<file path="src/rtl/div_arbiter_pkg.sv">
// Shared definitions for the divider arbiter: FSM encoding, step counter sizing
// and the divide-by-zero quotient.
package div_arbiter_pkg;

    typedef enum logic [1:0] {
        ST_IDLE = 2'd0,
        ST_RUN  = 2'd1,
        ST_DONE = 2'd2
    } state_e;

    localparam int              CNT_W    = 5;
    localparam logic [CNT_W-1:0] CNT_LAST = 5'd31;
    localparam logic [31:0]     DIV0_QUO = 32'hFFFF_FFFF;

    // Magnitude of a 32-bit operand; only negated when the lane asked for signed.
    function automatic logic [31:0] abs32(input logic [31:0] v, input logic sgn);
        return (sgn && v[31]) ? (~v + 32'd1) : v;
    endfunction

endpackage

</file>
<file path="src/rtl/div_arbiter_if.sv">
// Lane-side bundle of the shared divider: requests and operands in, grant,
// completion and result out.
interface div_arbiter_if #(
    parameter int NUM_REQ = 4
);
    // req is a level held by a lane until its done pulse; grant is one-hot and
    // stays high from the grant edge through the done cycle; done pulses for one
    // cycle with result valid in that cycle only. Dropping req while granted aborts.
    logic [NUM_REQ-1:0]    req;
    logic [32*NUM_REQ-1:0] dividend;
    logic [32*NUM_REQ-1:0] divisor;
    logic [NUM_REQ-1:0]    is_signed;
    logic [NUM_REQ-1:0]    want_rem;
    logic [NUM_REQ-1:0]    grant;
    logic [NUM_REQ-1:0]    done;
    logic [31:0]           result;
    logic                  busy;

    modport master (
        output req, dividend, divisor, is_signed, want_rem,
        input  grant, done, result, busy
    );

    modport slave (
        input  req, dividend, divisor, is_signed, want_rem,
        output grant, done, result, busy
    );
endinterface

</file>
<file path="src/rtl/div_core.sv">
// Unsigned restoring divider: loads magnitudes on start, then retires one
// quotient bit per step; last flags the 32nd step.
module div_core
    import div_arbiter_pkg::*;
(
    input  logic        clk,
    input  logic        rst,
    input  logic        start,
    input  logic        step,
    input  logic [31:0] a_mag,
    input  logic [31:0] b_mag,
    output logic [31:0] quo,
    output logic [31:0] rem,
    output logic        last
);
    logic [31:0]      quo_q, quo_d;
    logic [31:0]      rem_q, rem_d;
    logic [31:0]      b_q, b_d;
    logic [CNT_W-1:0] cnt_q, cnt_d;
    logic [31:0]      shl;
    logic [32:0]      trial;

    always_comb begin
        quo_d = quo_q;
        rem_d = rem_q;
        b_d   = b_q;
        cnt_d = cnt_q;
        shl   = {rem_q[30:0], quo_q[31]};
        trial = {rem_q, quo_q[31]} - {1'b0, b_q};
        if (start) begin
            quo_d = a_mag;
            rem_d = '0;
            b_d   = b_mag;
            cnt_d = '0;
        end else if (step) begin
            // A clear borrow means the divisor fits; a zero divisor always fits,
            // which yields an all-ones quotient and the dividend as remainder.
            rem_d = trial[32] ? shl : trial[31:0];
            quo_d = {quo_q[30:0], ~trial[32]};
            cnt_d = cnt_q + 1'b1;
        end
    end

    always_ff @(posedge clk) begin
        if (rst) begin
            quo_q <= '0;
            rem_q <= '0;
            b_q   <= '0;
            cnt_q <= '0;
        end else begin
            quo_q <= quo_d;
            rem_q <= rem_d;
            b_q   <= b_d;
            cnt_q <= cnt_d;
        end
    end

    assign quo  = quo_q;
    assign rem  = rem_q;
    assign last = step && (cnt_q == CNT_LAST);
endmodule

</file>
<file path="src/rtl/div_arbiter.sv">
// Round-robin arbiter sharing one restoring divider among NUM_REQ lanes;
// owns lane selection, sign handling and the IDLE/RUN/DONE sequencing.
module div_arbiter
    import div_arbiter_pkg::*;
#(
    parameter int NUM_REQ = 4
) (
    input  logic         wb_clk_i,
    input  logic         rst,
    div_arbiter_if.slave bus,
    output state_e       dbg_state
);
    localparam int LANE_W = (NUM_REQ > 1) ? $clog2(NUM_REQ) : 1;

    state_e             state_q, state_d;
    logic [LANE_W-1:0]  ptr_q, ptr_d;
    logic [LANE_W-1:0]  owner_q, owner_d;
    logic [NUM_REQ-1:0] grant_q, grant_d;
    logic               neg_quo_q, neg_quo_d;
    logic               neg_rem_q, neg_rem_d;
    logic               want_rem_q, want_rem_d;
    logic               div0_q, div0_d;

    logic [LANE_W-1:0]  cand, pick;
    logic               pick_found;
    logic [31:0]        sel_a, sel_b, a_mag, b_mag;
    logic               sel_signed;
    logic               core_start, core_step, core_last;
    logic [31:0]        core_quo, core_rem, quo_fix, rem_fix;

    // First requesting lane at or after ptr, wrapping around.
    always_comb begin
        cand       = '0;
        pick       = '0;
        pick_found = 1'b0;
        for (int i = 0; i < NUM_REQ; i++) begin
            cand = LANE_W'((int'(ptr_q) + i) % NUM_REQ);
            if (!pick_found && bus.req[cand]) begin
                pick_found = 1'b1;
                pick       = cand;
            end
        end
    end

    assign sel_a      = bus.dividend[32*int'(pick) +: 32];
    assign sel_b      = bus.divisor[32*int'(pick) +: 32];
    assign sel_signed = bus.is_signed[pick];
    assign a_mag      = abs32(sel_a, sel_signed);
    assign b_mag      = abs32(sel_b, sel_signed);

    always_comb begin
        state_d    = state_q;
        ptr_d      = ptr_q;
        owner_d    = owner_q;
        grant_d    = grant_q;
        neg_quo_d  = neg_quo_q;
        neg_rem_d  = neg_rem_q;
        want_rem_d = want_rem_q;
        div0_d     = div0_q;
        core_start = 1'b0;
        case (state_q)
            ST_IDLE: begin
                if (pick_found) begin
                    state_d       = ST_RUN;
                    core_start    = 1'b1;
                    owner_d       = pick;
                    grant_d       = '0;
                    grant_d[pick] = 1'b1;
                    ptr_d         = (int'(pick) == NUM_REQ - 1) ? '0 : pick + 1'b1;
                    neg_quo_d     = sel_signed & (sel_a[31] ^ sel_b[31]);
                    neg_rem_d     = sel_signed & sel_a[31];
                    want_rem_d    = bus.want_rem[pick];
                    div0_d        = (sel_b == '0);
                end
            end
            ST_RUN: begin
                if (!bus.req[owner_q]) begin
                    state_d = ST_IDLE;
                    grant_d = '0;
                end else if (core_last) begin
                    state_d = ST_DONE;
                end
            end
            ST_DONE: begin
                state_d = ST_IDLE;
                grant_d = '0;
            end
            default: begin
                state_d = ST_IDLE;
                grant_d = '0;
            end
        endcase
    end

    always_ff @(posedge wb_clk_i) begin
        if (rst) begin
            state_q    <= ST_IDLE;
            ptr_q      <= '0;
            owner_q    <= '0;
            grant_q    <= '0;
            neg_quo_q  <= 1'b0;
            neg_rem_q  <= 1'b0;
            want_rem_q <= 1'b0;
            div0_q     <= 1'b0;
        end else begin
            state_q    <= state_d;
            ptr_q      <= ptr_d;
            owner_q    <= owner_d;
            grant_q    <= grant_d;
            neg_quo_q  <= neg_quo_d;
            neg_rem_q  <= neg_rem_d;
            want_rem_q <= want_rem_d;
            div0_q     <= div0_d;
        end
    end

    assign core_step = (state_q == ST_RUN);

    div_core u_core (
        .clk   (wb_clk_i),
        .rst   (rst),
        .start (core_start),
        .step  (core_step),
        .a_mag (a_mag),
        .b_mag (b_mag),
        .quo   (core_quo),
        .rem   (core_rem),
        .last  (core_last)
    );

    // Remainder follows the dividend sign, which also restores the dividend on /0.
    assign quo_fix = div0_q ? DIV0_QUO : (neg_quo_q ? (~core_quo + 32'd1) : core_quo);
    assign rem_fix = neg_rem_q ? (~core_rem + 32'd1) : core_rem;

    assign bus.grant  = grant_q;
    assign bus.done   = (state_q == ST_DONE) ? grant_q : '0;
    assign bus.result = (state_q == ST_DONE) ? (want_rem_q ? rem_fix : quo_fix) : '0;
    assign bus.busy   = (state_q != ST_IDLE);
    assign dbg_state  = state_q;
endmodule

</file>
<file path="src/flat_wrapper.sv">
// flat-port wrapper written by rule: the top's interface ports become plain ports
module div_arbiter_flat import div_arbiter_pkg::*;
#(
    parameter int NUM_REQ = 4
)
  (wb_clk_i, rst, dbg_state, bus_req, bus_dividend, bus_divisor, bus_is_signed, bus_want_rem, bus_grant, bus_done, bus_result, bus_busy);
  div_arbiter_if #(.NUM_REQ(NUM_REQ)) bus_i ();
  input  logic wb_clk_i;
  input  logic rst;
  output state_e dbg_state;
  input wire logic [$bits(bus_i.req)-1:0] bus_req;
  input wire logic [$bits(bus_i.dividend)-1:0] bus_dividend;
  input wire logic [$bits(bus_i.divisor)-1:0] bus_divisor;
  input wire logic [$bits(bus_i.is_signed)-1:0] bus_is_signed;
  input wire logic [$bits(bus_i.want_rem)-1:0] bus_want_rem;
  output wire logic [$bits(bus_i.grant)-1:0] bus_grant;
  output wire logic [$bits(bus_i.done)-1:0] bus_done;
  output wire logic [$bits(bus_i.result)-1:0] bus_result;
  output wire logic [$bits(bus_i.busy)-1:0] bus_busy;
  assign bus_i.req = bus_req;
  assign bus_i.dividend = bus_dividend;
  assign bus_i.divisor = bus_divisor;
  assign bus_i.is_signed = bus_is_signed;
  assign bus_i.want_rem = bus_want_rem;
  assign bus_grant = bus_i.grant;
  assign bus_done = bus_i.done;
  assign bus_result = bus_i.result;
  assign bus_busy = bus_i.busy;
  div_arbiter #(.NUM_REQ(NUM_REQ)) u_core (.wb_clk_i(wb_clk_i), .rst(rst), .bus(bus_i), .dbg_state(dbg_state));
endmodule
</file>
<file path="config.mk">
export PLATFORM = sky130hd
export DESIGN_NAME = div_arbiter_flat
export DESIGN_NICKNAME = d
export VERILOG_FILES = /design/src/rtl/div_arbiter_pkg.sv /design/src/rtl/div_arbiter_if.sv /design/src/rtl/div_core.sv /design/src/rtl/div_arbiter.sv /design/src/flat_wrapper.sv
export SDC_FILE = /design/constraint.sdc
export NUM_CORES = 1
export LEC_CHECK = 0
export ABC_CLOCK_PERIOD_IN_PS = 5400
export CAP_MARGIN = 5
export CORE_UTILIZATION = 55
export CTS_BUF_LIST = sky130_fd_sc_hd__clkbuf_8
export DETAILED_ROUTE_END_ITERATION = 10
export PLACE_DENSITY = 0.95
export SETUP_SLACK_MARGIN = 0.3
export SYNTH_ARGS = -nofsm -noshare
export SYNTH_HDL_FRONTEND = slang
export SYNTH_HIERARCHICAL = 1
export SYNTH_SLANG_ARGS = --single-unit
export TNS_END_PERCENT = 30
</file>
<file path="constraint.sdc">
create_clock -name wb_clk_i -period 5.4 [get_ports wb_clk_i]
set_input_delay 0.81 -clock wb_clk_i [delete_from_list [all_inputs] [get_ports wb_clk_i]]
set_output_delay 0.81 -clock wb_clk_i [all_outputs]
set_load 0.005 [all_outputs]
</file>
==> results_dict.tcl <==
set metrics [dict create \
    die_h_um 150 \
    finalCriticalPeriod_ns 5.03 \
    postCtsHoldBufs 0 \
    finalCritPeriodShare_pct 93.1 \
    slowest_stage "or4_1" \
    clock_path_buffers 2 \
    grt_pass1_wl_um 68700 \
    start_util_pct 56.7 \
    setup_tns_ns 0 \
    critical_path_class "flop to primary output" \
    reg2reg_slack_ns 1.19 \
    die_w_um 150 \
    diodes 0 \
    startpoint_type "flop" \
    finalHoldViolations 0 \
    numCtsBuffers 17 \
    vias_per_cell 6.46 \
    gp_congestion 0.992 \
    whs_endpoint "u_core/owner_q[1]" \
    clkLatencyLatePin_ns 0.45 \
    layout-drive-gt1-share_pct 6.96 \
    grt_util_all_layers_pct 39.1 \
    row_count 53 \
    io_pins 313 \
    synth_edf_count 0 \
    fmax_mhz 199 \
    final_util_pct 74.3 \
    synth_area_um2 12000 \
    final_common_cell "clkdlybuf4s50_1" \
    portBuffers 312 \
    power_density_nw_per_um2 352 \
    crit_start "u_core/u_core/rem[8]" \
    grt_start_max_net_pins 80 \
    crit_required_ns 4.59 \
    status "complete, no violations" \
    dieArea_um2 22500 \
    setup_viol 0 \
    crit_arrival_ns 4.22 \
    htreeDepth 4 \
    root_buffer "clkbuf_8" \
    end_kind "primary output" \
    drt_iter0_markers 1444 \
    wl_per_cell_um 20.6 \
    final_max_slew_viol_count 0 \
    maxCapViolCount 0 \
    ant_nets 0 \
    syn_avg_cell_area_um2 7.26 \
    ys_seq_area_share_pct 19.1 \
    clock_sinks 115 \
    peakVddDrop_mv 0.203 \
    dpl.hpwl_um 34100 \
    core_um2 21200 \
    maxSlewHeadroom_pct 16.4 \
    layout.nets 2212 \
    synth-main-ff-cell "dfxtp_1" \
    cpMostUsedCell "or4_1" \
    crit_path_max_fanout 6 \
    leakage_nw 6.43 \
    max_stage_delay_ns 0.59 \
    fin_worst_skew_ns 0.00839 \
    min_path_cells 2 \
    cp_cell_sequence "or4_1 -> or3_4 -> or4_1 -> or3_1 -> or2_2 -> o41ai_2 -> xor2_1 -> a211oi_1 -> clkdlybuf4s50_1" \
    hold_path.class "flop to flop" \
    cts_tree "yes" \
    post-route-drc-count 0 \
    clk_pin_slew_ns 0.08 \
    reg2reg_from "u_core/ptr_q[0]" \
    antenna_found_initial 1 \
    layout_common_cells "clkdlybuf4s50_1, nand2_1, nor2_1" \
    grt_pass1_vias 13100 \
    drt_pass1_iterations 6 \
    areaGrowthSynthToFinish_pct 31.0 \
    synthArstFlopShare_pct 0 \
    worstRegToRegCells 12 \
    rsz0062_at_grt "true" \
    syn_inst 1659 \
    ys_types 78 \
    synth_warnings 6 \
    num_vias 14100 \
    hp-start "u_core/owner_q[1]" \
    overflow 0 \
    wl_um 45000 \
    r2r-end "u_core/u_core/b_q[27]" \
    syn-num-nets 1972 \
    ys_ff_latch 115 \
    tightest_slew_ns 1.25 \
]
layer usage:
metal | track usage [%] | wire length [µm] | up-vias
li1 | - | - | 6497
met1 | 49.4 | 17800 | 6591
met4 | 16.5 | 1850 | 0
met2 | 64.7 | 20700 | 889
met5 | 0 | 0 | -
met3 | 7.62 | 4630 | 148
state kept, by name (all words and copies together) (netlist names), 2 cells and up:
signal / flops
u_core/bus.grant: 4
u_core/u_core/quo: 32
u_core/u_core/b_q: 32
u_core/dbg_state: 2
u_core/ptr_q: 2
u_core/u_core/cnt_q: 5
u_core/u_core/rem: 32
u_core/owner_q: 2
power breakdown:
part           switching [mW]  internal [mW]  leakage (nW)
Combinational            1.96           1.41          5.26
Clock                   0.387          0.545         0.223
Sequential              0.240           1.01         0.945
timing repair:
item	4_1_cts	5_1_grt
endpoints found under the setup margin	1	4
resized for setup	1	4
buffers inserted	0	0
worst max-delay path: cells and delay by family (launching register included):
family,cells,cell delay [ns]
AOI/OAI and AO/OA,2,0.49
DFF,1,0.39
xor gates and xnor gates,1,0.12
and+or+nand+nor,5,2.19
buffers and inverters,1,0.56
cell type report:
class | instances | area [µm²]
multi-input combinational | 1365 | 9070
fill | 1573 | 5450
timing repair buffer | 338 | 3380
sequential | 115 | 2300
tap | 275 | 344
inverter | 62 | 235
clock buffer | 17 | 234
clock inverter | 15 | 214
cell usage after synthesis, types with 11 or more instances:
cell type  instances  area share (%)
or4_1             12            0.75
a31oi_1           22             1.1
and3_1            76             3.9
nor2b_1           11            0.57
buf_1             15            0.47
xor2_1            82             6.0
mux2i_1           97             8.1
a211oi_1          66             4.1
a21oi_1          142             5.9
or2_2             27             1.4
clkbuf_1          85             2.6
nand2_1          165             5.1
dfxtp_1          115              19
a22o_1            13            0.95
a211o_1           13            0.95
xnor2_1           68             4.9
inv_1             59             1.8
a221oi_1          27             2.0
o31ai_1           23             1.4
nor3_1            17            0.71
and2_1            14            0.73
buf_2             13            0.54
o21ai_0           83             3.5
nand3_1           48             2.0
a21o_1            11            0.69
or3_1             11            0.57
nand4_1           14            0.73
a31o_2            18             1.3
ha_1              42             4.4
nor2_1           158             4.9
per-stage QoR:
step / power [mW] / instance area, µm² / hold WS (ns) / std cells / worst slack, ns
finish: 5.55 / 15800 / 0.494 / 2187 / 0.372
global route: 5.83 / 15800 / 0.522 / 2187 / 0.261
CTS: 5.42 / 15800 / 0.494 / 2187 / 0.347
detailed placement: 4.45 / 15300 / 0.484 / 2155 / 0.297
global placement: 4.35 / 15300 / 0.463 / 2155 / 0.479
floorplan: 3.51 / 12000 / 0.441 / 1659 / 1.49
logic make-up after synthesis:
logic type      Yosys count  synth area share [%]
fa+ha+maj                43                  4.53
buf+inv                 179                  5.96
compound gates          483                  26.8
flops                   115                  19.1
simple gates            588                  24.0
xor+xnor                151                  11.1
mux                     100                  8.44
how the worst max path moves through the flow:
stage | slack [ns] | endpoint | cells after the start
3_5_place_dp | 0.30 | u_core/u_core/b_q[27] | 12
3_3_place_gp | 0.48 | u_core/u_core/b_q[23] | 13
6_report | 0.37 | bus_result[29] | 9
2_1_floorplan | 1.49 | u_core/u_core/quo[26] | 16
5_1_grt | 0.26 | bus_result[29] | 9
4_1_cts | 0.35 | bus_result[31] | 9
No activity file was read; power rests on OpenSTA's default activity.
